### src/rtl/types_pkg.sv
// Shared types for the branch checkpoint controller: slot ids, FSM states, slot record.
package types_pkg;

    localparam int unsigned NUM_CKPT_DEF = 4;
    localparam int unsigned TAG_W_DEF    = 5;

    typedef logic [$clog2(NUM_CKPT_DEF)-1:0] ckpt_id_t;

    typedef enum logic [0:0] {
        CK_IDLE,
        CK_RECOVER
    } ckpt_ctrl_state_e;

    typedef struct packed {
        logic                 valid;
        logic [TAG_W_DEF-1:0] tag;
        ckpt_id_t             age;
    } ckpt_slot_t;

endpackage

### src/rtl/ckpt_age_tracker.sv
// Valid/age bookkeeping for checkpoint slots: alloc, free with age compaction, and
// squash of a slot plus every younger slot. Also provides valid count and lowest free slot.
module ckpt_age_tracker
    import types_pkg::*;
#(
    parameter int unsigned NUM_CKPT = NUM_CKPT_DEF
) (
    input  logic                          clk,
    input  logic                          reset,
    input  logic                          alloc_en,
    input  logic [$clog2(NUM_CKPT)-1:0]   alloc_slot,
    input  logic                          free_en,
    input  logic [$clog2(NUM_CKPT)-1:0]   free_slot,
    input  logic                          squash,
    output logic [NUM_CKPT-1:0]           valid,
    output logic [NUM_CKPT-1:0]           clear_mask,
    output logic [$clog2(NUM_CKPT+1)-1:0] count,
    output logic [$clog2(NUM_CKPT)-1:0]   free_idx
);

    localparam int unsigned IDW = $clog2(NUM_CKPT);
    localparam int unsigned CW  = $clog2(NUM_CKPT + 1);

    logic [NUM_CKPT-1:0]          valid_q, valid_d;
    logic [NUM_CKPT-1:0][IDW-1:0] age_q, age_d;
    logic [IDW-1:0]               free_age;

    assign valid    = valid_q;
    assign free_age = age_q[free_slot];

    always_comb begin
        clear_mask = '0;
        if (free_en) begin
            clear_mask[free_slot] = 1'b1;
            if (squash) begin
                for (int i = 0; i < NUM_CKPT; i++) begin
                    if (valid_q[i] && (age_q[i] > free_age)) clear_mask[i] = 1'b1;
                end
            end
        end
    end

    always_comb begin
        count = '0;
        for (int i = 0; i < NUM_CKPT; i++) count = count + CW'(valid_q[i]);
    end

    // Scan downward so the lowest free index wins.
    always_comb begin
        free_idx = '0;
        for (int i = NUM_CKPT - 1; i >= 0; i--) begin
            if (!valid_q[i]) free_idx = IDW'(i);
        end
    end

    always_comb begin
        valid_d = valid_q & ~clear_mask;
        age_d   = age_q;
        if (free_en && !squash) begin
            for (int i = 0; i < NUM_CKPT; i++) begin
                if (valid_q[i] && (age_q[i] > free_age)) age_d[i] = age_q[i] - IDW'(1);
            end
        end
        // New slot is youngest after any same-cycle compaction.
        if (alloc_en) begin
            valid_d[alloc_slot] = 1'b1;
            age_d[alloc_slot]   = IDW'(count - CW'(free_en && !squash));
        end
    end

    always_ff @(posedge clk) begin
        if (reset) begin
            valid_q <= '0;
            age_q   <= '0;
        end else begin
            valid_q <= valid_d;
            age_q   <= age_d;
        end
    end

endmodule

### src/rtl/ckpt_ctrl.sv
// Branch checkpoint allocation/recovery controller. Perf counters are built only when
// CKPT_CTRL_PERF_EN is defined; otherwise the perf ports are tied to zero.
module ckpt_ctrl
    import types_pkg::*;
#(
    parameter int unsigned NUM_CKPT       = NUM_CKPT_DEF,
    parameter int unsigned TAG_W          = TAG_W_DEF,
    parameter int unsigned RECOVER_CYCLES = 2
) (
    input  logic                        clk,
    input  logic                        reset,
    input  logic                        alloc_req,
    input  logic [TAG_W-1:0]            alloc_tag,
    output logic                        alloc_grant,
    output logic [$clog2(NUM_CKPT)-1:0] alloc_slot,
    output logic                        full,
    output logic                        rename_stall,
    input  logic                        resolve_valid,
    output logic                        resolve_ready,
    input  logic [TAG_W-1:0]            resolve_tag,
    input  logic                        resolve_mispredict,
    output logic                        restore_valid,
    output logic [$clog2(NUM_CKPT)-1:0] restore_slot,
    output logic [NUM_CKPT-1:0]         flush_mask,
    output logic [31:0]                 perf_alloc,
    output logic [31:0]                 perf_stall,
    output logic [31:0]                 perf_mispred
);

    localparam int unsigned IDW   = $clog2(NUM_CKPT);
    localparam int unsigned CW    = $clog2(NUM_CKPT + 1);
    localparam int unsigned CNT_W = $clog2(RECOVER_CYCLES) + 1;

    ckpt_ctrl_state_e             state_q, state_d;
    logic [CNT_W-1:0]             cnt_q, cnt_d;
    logic [NUM_CKPT-1:0][TAG_W-1:0] tag_q;
    logic [NUM_CKPT-1:0]          valid;
    logic [CW-1:0]                count;
    logic [IDW-1:0]               free_idx, match_idx;
    logic                         idle, hs, match, hit, mispred;

    assign idle = (state_q == CK_IDLE);
    assign hs   = resolve_valid & idle;

    always_comb begin
        match     = 1'b0;
        match_idx = '0;
        for (int i = 0; i < NUM_CKPT; i++) begin
            if (valid[i] && (tag_q[i] == resolve_tag)) begin
                match     = 1'b1;
                match_idx = IDW'(i);
            end
        end
    end

    assign hit     = hs & match;
    assign mispred = hit & resolve_mispredict;

    assign full          = (count == CW'(NUM_CKPT));
    assign rename_stall  = full | ~idle;
    assign resolve_ready = idle;
    // Any mispredict handshake blocks allocation, matched or not.
    assign alloc_grant   = alloc_req & ~full & idle & ~(hs & resolve_mispredict);
    assign alloc_slot    = alloc_grant ? free_idx : '0;
    assign restore_valid = mispred;
    assign restore_slot  = mispred ? match_idx : '0;

    ckpt_age_tracker #(
        .NUM_CKPT (NUM_CKPT)
    ) u_age (
        .clk        (clk),
        .reset      (reset),
        .alloc_en   (alloc_grant),
        .alloc_slot (alloc_slot),
        .free_en    (hit),
        .free_slot  (match_idx),
        .squash     (resolve_mispredict),
        .valid      (valid),
        .clear_mask (flush_mask),
        .count      (count),
        .free_idx   (free_idx)
    );

    always_ff @(posedge clk) begin
        if (reset) begin
            tag_q <= '0;
        end else if (alloc_grant) begin
            tag_q[alloc_slot] <= alloc_tag;
        end
    end

    always_comb begin
        state_d = state_q;
        cnt_d   = cnt_q;
        unique case (state_q)
            CK_IDLE: begin
                if (mispred) begin
                    state_d = CK_RECOVER;
                    cnt_d   = CNT_W'(RECOVER_CYCLES - 1);
                end
            end
            CK_RECOVER: begin
                if (cnt_q == '0) state_d = CK_IDLE;
                else             cnt_d   = cnt_q - CNT_W'(1);
            end
            default: state_d = CK_IDLE;
        endcase
    end

    always_ff @(posedge clk) begin
        if (reset) begin
            state_q <= CK_IDLE;
            cnt_q   <= '0;
        end else begin
            state_q <= state_d;
            cnt_q   <= cnt_d;
        end
    end

`ifdef CKPT_CTRL_PERF_EN
    logic [31:0] perf_alloc_q, perf_stall_q, perf_mispred_q;

    always_ff @(posedge clk) begin
        if (reset) begin
            perf_alloc_q   <= '0;
            perf_stall_q   <= '0;
            perf_mispred_q <= '0;
        end else begin
            if (alloc_grant && (perf_alloc_q != '1)) perf_alloc_q <= perf_alloc_q + 32'd1;
            if (alloc_req && rename_stall && (perf_stall_q != '1)) begin
                perf_stall_q <= perf_stall_q + 32'd1;
            end
            if (mispred && (perf_mispred_q != '1)) perf_mispred_q <= perf_mispred_q + 32'd1;
        end
    end

    assign perf_alloc   = perf_alloc_q;
    assign perf_stall   = perf_stall_q;
    assign perf_mispred = perf_mispred_q;
`else
    assign perf_alloc   = '0;
    assign perf_stall   = '0;
    assign perf_mispred = '0;
`endif

endmodule

### config.mk
export PLATFORM = sky130hd
export DESIGN_NAME = ckpt_ctrl
export DESIGN_NICKNAME = d
export VERILOG_FILES = /design/src/rtl/types_pkg.sv /design/src/rtl/ckpt_age_tracker.sv /design/src/rtl/ckpt_ctrl.sv
export SDC_FILE = /design/constraint.sdc
export NUM_CORES = 1
export LEC_CHECK = 0
export CAP_MARGIN = 10
export CORE_UTILIZATION = 40
export CTS_BUF_LIST = sky130_fd_sc_hd__clkbuf_16
export DETAILED_ROUTE_END_ITERATION = 8
export GPL_ROUTABILITY_DRIVEN = 0
export PLACE_DENSITY = 0.81
export SYNTH_ARGS = -nofsm -noshare
export SYNTH_HDL_FRONTEND = slang
export SYNTH_HIERARCHICAL = 1
export SYNTH_SLANG_ARGS = --single-unit
### constraint.sdc
create_clock -name clk -period 3.81 [get_ports clk]
set_clock_uncertainty 0.15 [all_clocks]
set_input_delay 0.762 -clock clk [delete_from_list [all_inputs] [get_ports clk]]
set_output_delay 0.762 -clock clk [all_outputs]
set_load 0.02 [all_outputs]
==> results.md <==
* Initial drt markers at 109
* Async SR Flop Fraction at 0%
* Post-route minimum period at 4170 ps
* Post-Synthesis Cells at 340
* Crit path to: flush_mask[1]
* Clock Tree Root: clkbuf_16
* DRC viols at 0
* Slowest cell on crit path: mux4_2
* Clock tree buffer depth at 2
* Vias in the first global route at 2163
* Hold_buf cts at 0
* Crit path kind: primary input to output pin
* Seq cells post-synth at 35
* Layout cell share with drive strength beyond 1 at 29.3%
* Post-Synth XOR/XNOR Area at 7.29%
* Status: finished, violations left
* CP Launch Type: primary input
* Synth cell types at 50
* Total power at 1.19 mW
* Sequential cell area fraction in the yosys report at 23.3%
* Crit path buf inv count at 2
* Mux contribution to synthesized area at 8.17%
* Max stage delay on crit path at 660 ps
* Post-Synthesis Cell Area at 3000 µm²
* Pwr dens at 317 nW/µm²
* Final Hold Vio Count at 0
* Post-route ant nets at 0
* Reg2reg end: u_age/age_q[1]
* Largest net degree at the start of global routing at 22
* Failing checks: negative setup slack
* Row count at 31
* Commonest non-fill, non-tap cell in the layout: conb_1
* Compound-gate portion of the synthesized area at 12.2%
* CP endpoint kind: output pin
* I/O pin total at 124
* Yosys warning total at 6
* LEAKAGE at 1.83 nW
* Worst-path fanout max at 4
* Main synth FF type: dfxtp_1
* First-pass GRT wire length at 10.1 mm
* Final period utilization at 110%
* FF-to-FF Start: u_age/valid[0]
* Critical Path AT at 3260 ps
* Final setup violating endpoints at 4
* Syn avg cell area at 8.83 µm²
* CTS tree: built
* First drt pass iteration count at 4
* Reg-to-reg slack, setup at 420 ps
* Core footprint at 7250 µm²
* Area Overhead vs Synth at 24.8%
* RSZ-0062 raised after global routing: true
* Clk_lat worst skew at 280 ps
* Simple-gate share of the synthesized area at 16.0%
* Min-Delay Path Class: flip-flop to flip-flop
* Vert. Die Dim at 88.6 µm
* Adder-cell area share of the yosys netlist at 5.67%
* Avg WL per Cell at 12.4 µm
* CP Data Required Time at 2900 ps
* Detail Placement HPWL at 4.84 mm
* Setup TNS at -1310 ps
* Clock tree sinks at 35
* Total gr overflow at 0
* Nets at 447
* Fmax at 240 MHz
* Fin worst setup slack at -363 ps
* Clock transition at path regs at 60 ps
* Setup crit start: resolve_tag[0]
* Crit. path cell count at 11
* Slew Limit Fails at 0
* Initial antenna violation count at 0
* Crit path cell chain: buf_6, xor2_2, nor4_4, nand3_2, o21bai_4, mux4_2, ha_4, a21boi_2, o211ai_1, a21boi_2, buf_6
* N_diodes at 0
* Main combinational cell family by area after synthesis: buffers and inverters
* # fillers at 649
* Vias/cell at 4.50
* Initial Utilization at 41.4%
* Worst slew pin tran at 726 ps
* Number of buffers added on ports at 27
* Commonest non-fill, non-tap cells in the layout: conb_1, buf_4, dfxtp_1, nor2_1, mux2i_1
* Crit path max-delay family: compound AO/OA/AOI/OAI gates
* Via count at 2337
* Slew headroom at 51.5%
* Cts bufs inserted at 5
* DRT Wirelength at 6.44 mm
* Die area at 7850 µm²
* EDFF count, synth at 0
* Gr usage total at 17.0%
* Die Wd at 88.6 µm
* Worst reg2reg path depth at 12
* Max Cap Viol at 0
* Worst vdd ir at 191 µV
* H-Tree Level Count at 2
metrics by stage:
step / hold slack, ps / utilization, % / worst slack [ps] / area, µm² / std cells
3_5_place_dp: 324 / 46.0 / -1290 / 3340 / 499
2_1_floorplan: 297 / - / -110 / 3400 / 435
5_1_grt: 362 / 51.7 / -491 / 3750 / 519
4_1_cts: 332 / 49.4 / -438 / 3580 / 512
3_3_place_gp: 305 / 46.0 / -1260 / 3340 / 499
6_report: 334 / 51.7 / -363 / 3750 / 519
final cells by class:
cell class              count  area (µm²)  share of cell area [%]
inverters                  16        65.1                    1.74
repair buffers             79         654                    17.5
well taps                  99         124                    3.31
clock inverters             3        23.8                   0.634
clock buffers               5         125                    3.34
multi-input cells         282        2050                    54.8
flip-flops and latches     35         703                    18.8
cell families after synthesis:
family / count (synthesis)
and+or+nand+nor: 79
buffers and inverters: 118
xor gates and xnor gates: 25
other: 1
AOI/OAI and AO/OA: 47
adders and majority gates: 13
DFF: 35
muxes: 22
routing by layer:
metal | track usage, % | vias up | part of all wire (%)
li1 | - | 1126 | -
met1 | 19.2 | 1106 | 39
met2 | 31.9 | 95 | 54
met3 | 3.17 | 10 | 4.9
met4 | 5.57 | 0 | 1.4
met5 | 0 | - | 0
cells in the mapped netlist (all sizes together) (2+ instances only):
| master | number | area, µm² |
|---|---|---|
| a21boi | 8 | 60.1 |
| a21oi | 9 | 45.0 |
| a311oi | 4 | 35.0 |
| a41o | 4 | 40.0 |
| and2 | 2 | 15.0 |
| and2b | 2 | 16.3 |
| and3 | 4 | 25.0 |
| buf | 99 | 747 |
| clkbuf | 3 | 11.3 |
| dfxtp | 35 | 701 |
| ha | 12 | 150 |
| inv | 16 | 60.1 |
| mux2i | 20 | 200 |
| mux4 | 2 | 45.0 |
| nand2 | 5 | 18.8 |
| nand2b | 6 | 37.5 |
| nand3 | 3 | 20.0 |
| nand3b | 5 | 57.6 |
| nor2 | 29 | 109 |
| nor2b | 5 | 33.8 |
| nor3 | 3 | 15.0 |
| nor3b | 3 | 33.8 |
| nor4 | 5 | 46.3 |
| o2111ai | 4 | 60.1 |
| o211ai | 8 | 60.1 |
| o21ai | 4 | 20.0 |
| or2 | 4 | 25.0 |
| xnor2 | 4 | 35.0 |
| xor2 | 21 | 184 |
repair_timing:
| action | in CTS | in global routing |
|---|---|---|
| pin swaps | 16 | 16 |
| endpoints found under the setup margin | 12 | 9 |
| setup buffers | 5 | 7 |
| resized for setup | 55 | 29 |
| gates cloned | 0 | 0 |
sequential cells by signal, indices dropped and copies added, names as in the netlist:
name         count
cnt_q            2
u_age/age_q      8
u_age/valid      4
tag_q           20
state_q          1
power breakdown:
| group | total (mW) | switching (mW) | internal (mW) |
|---|---|---|---|
| combinational | 0.376 | 0.232 | 0.144 |
| clock | 0.412 | 0.168 | 0.244 |
| sequential | 0.402 | 0.0168 | 0.385 |
worst min path at each step:
stage / cells past startpoint / from / end / slack, ps
floorplan: 1 / cnt_q[0] / cnt_q[0] / 300
global placement: 1 / cnt_q[0] / cnt_q[0] / 300
detailed placement: 1 / cnt_q[0] / cnt_q[0] / 320
CTS: 1 / cnt_q[0] / cnt_q[0] / 330
global route: 1 / cnt_q[0] / cnt_q[0] / 360
finish: 1 / cnt_q[0] / cnt_q[0] / 330
Power figures use the tool's default switching activity.
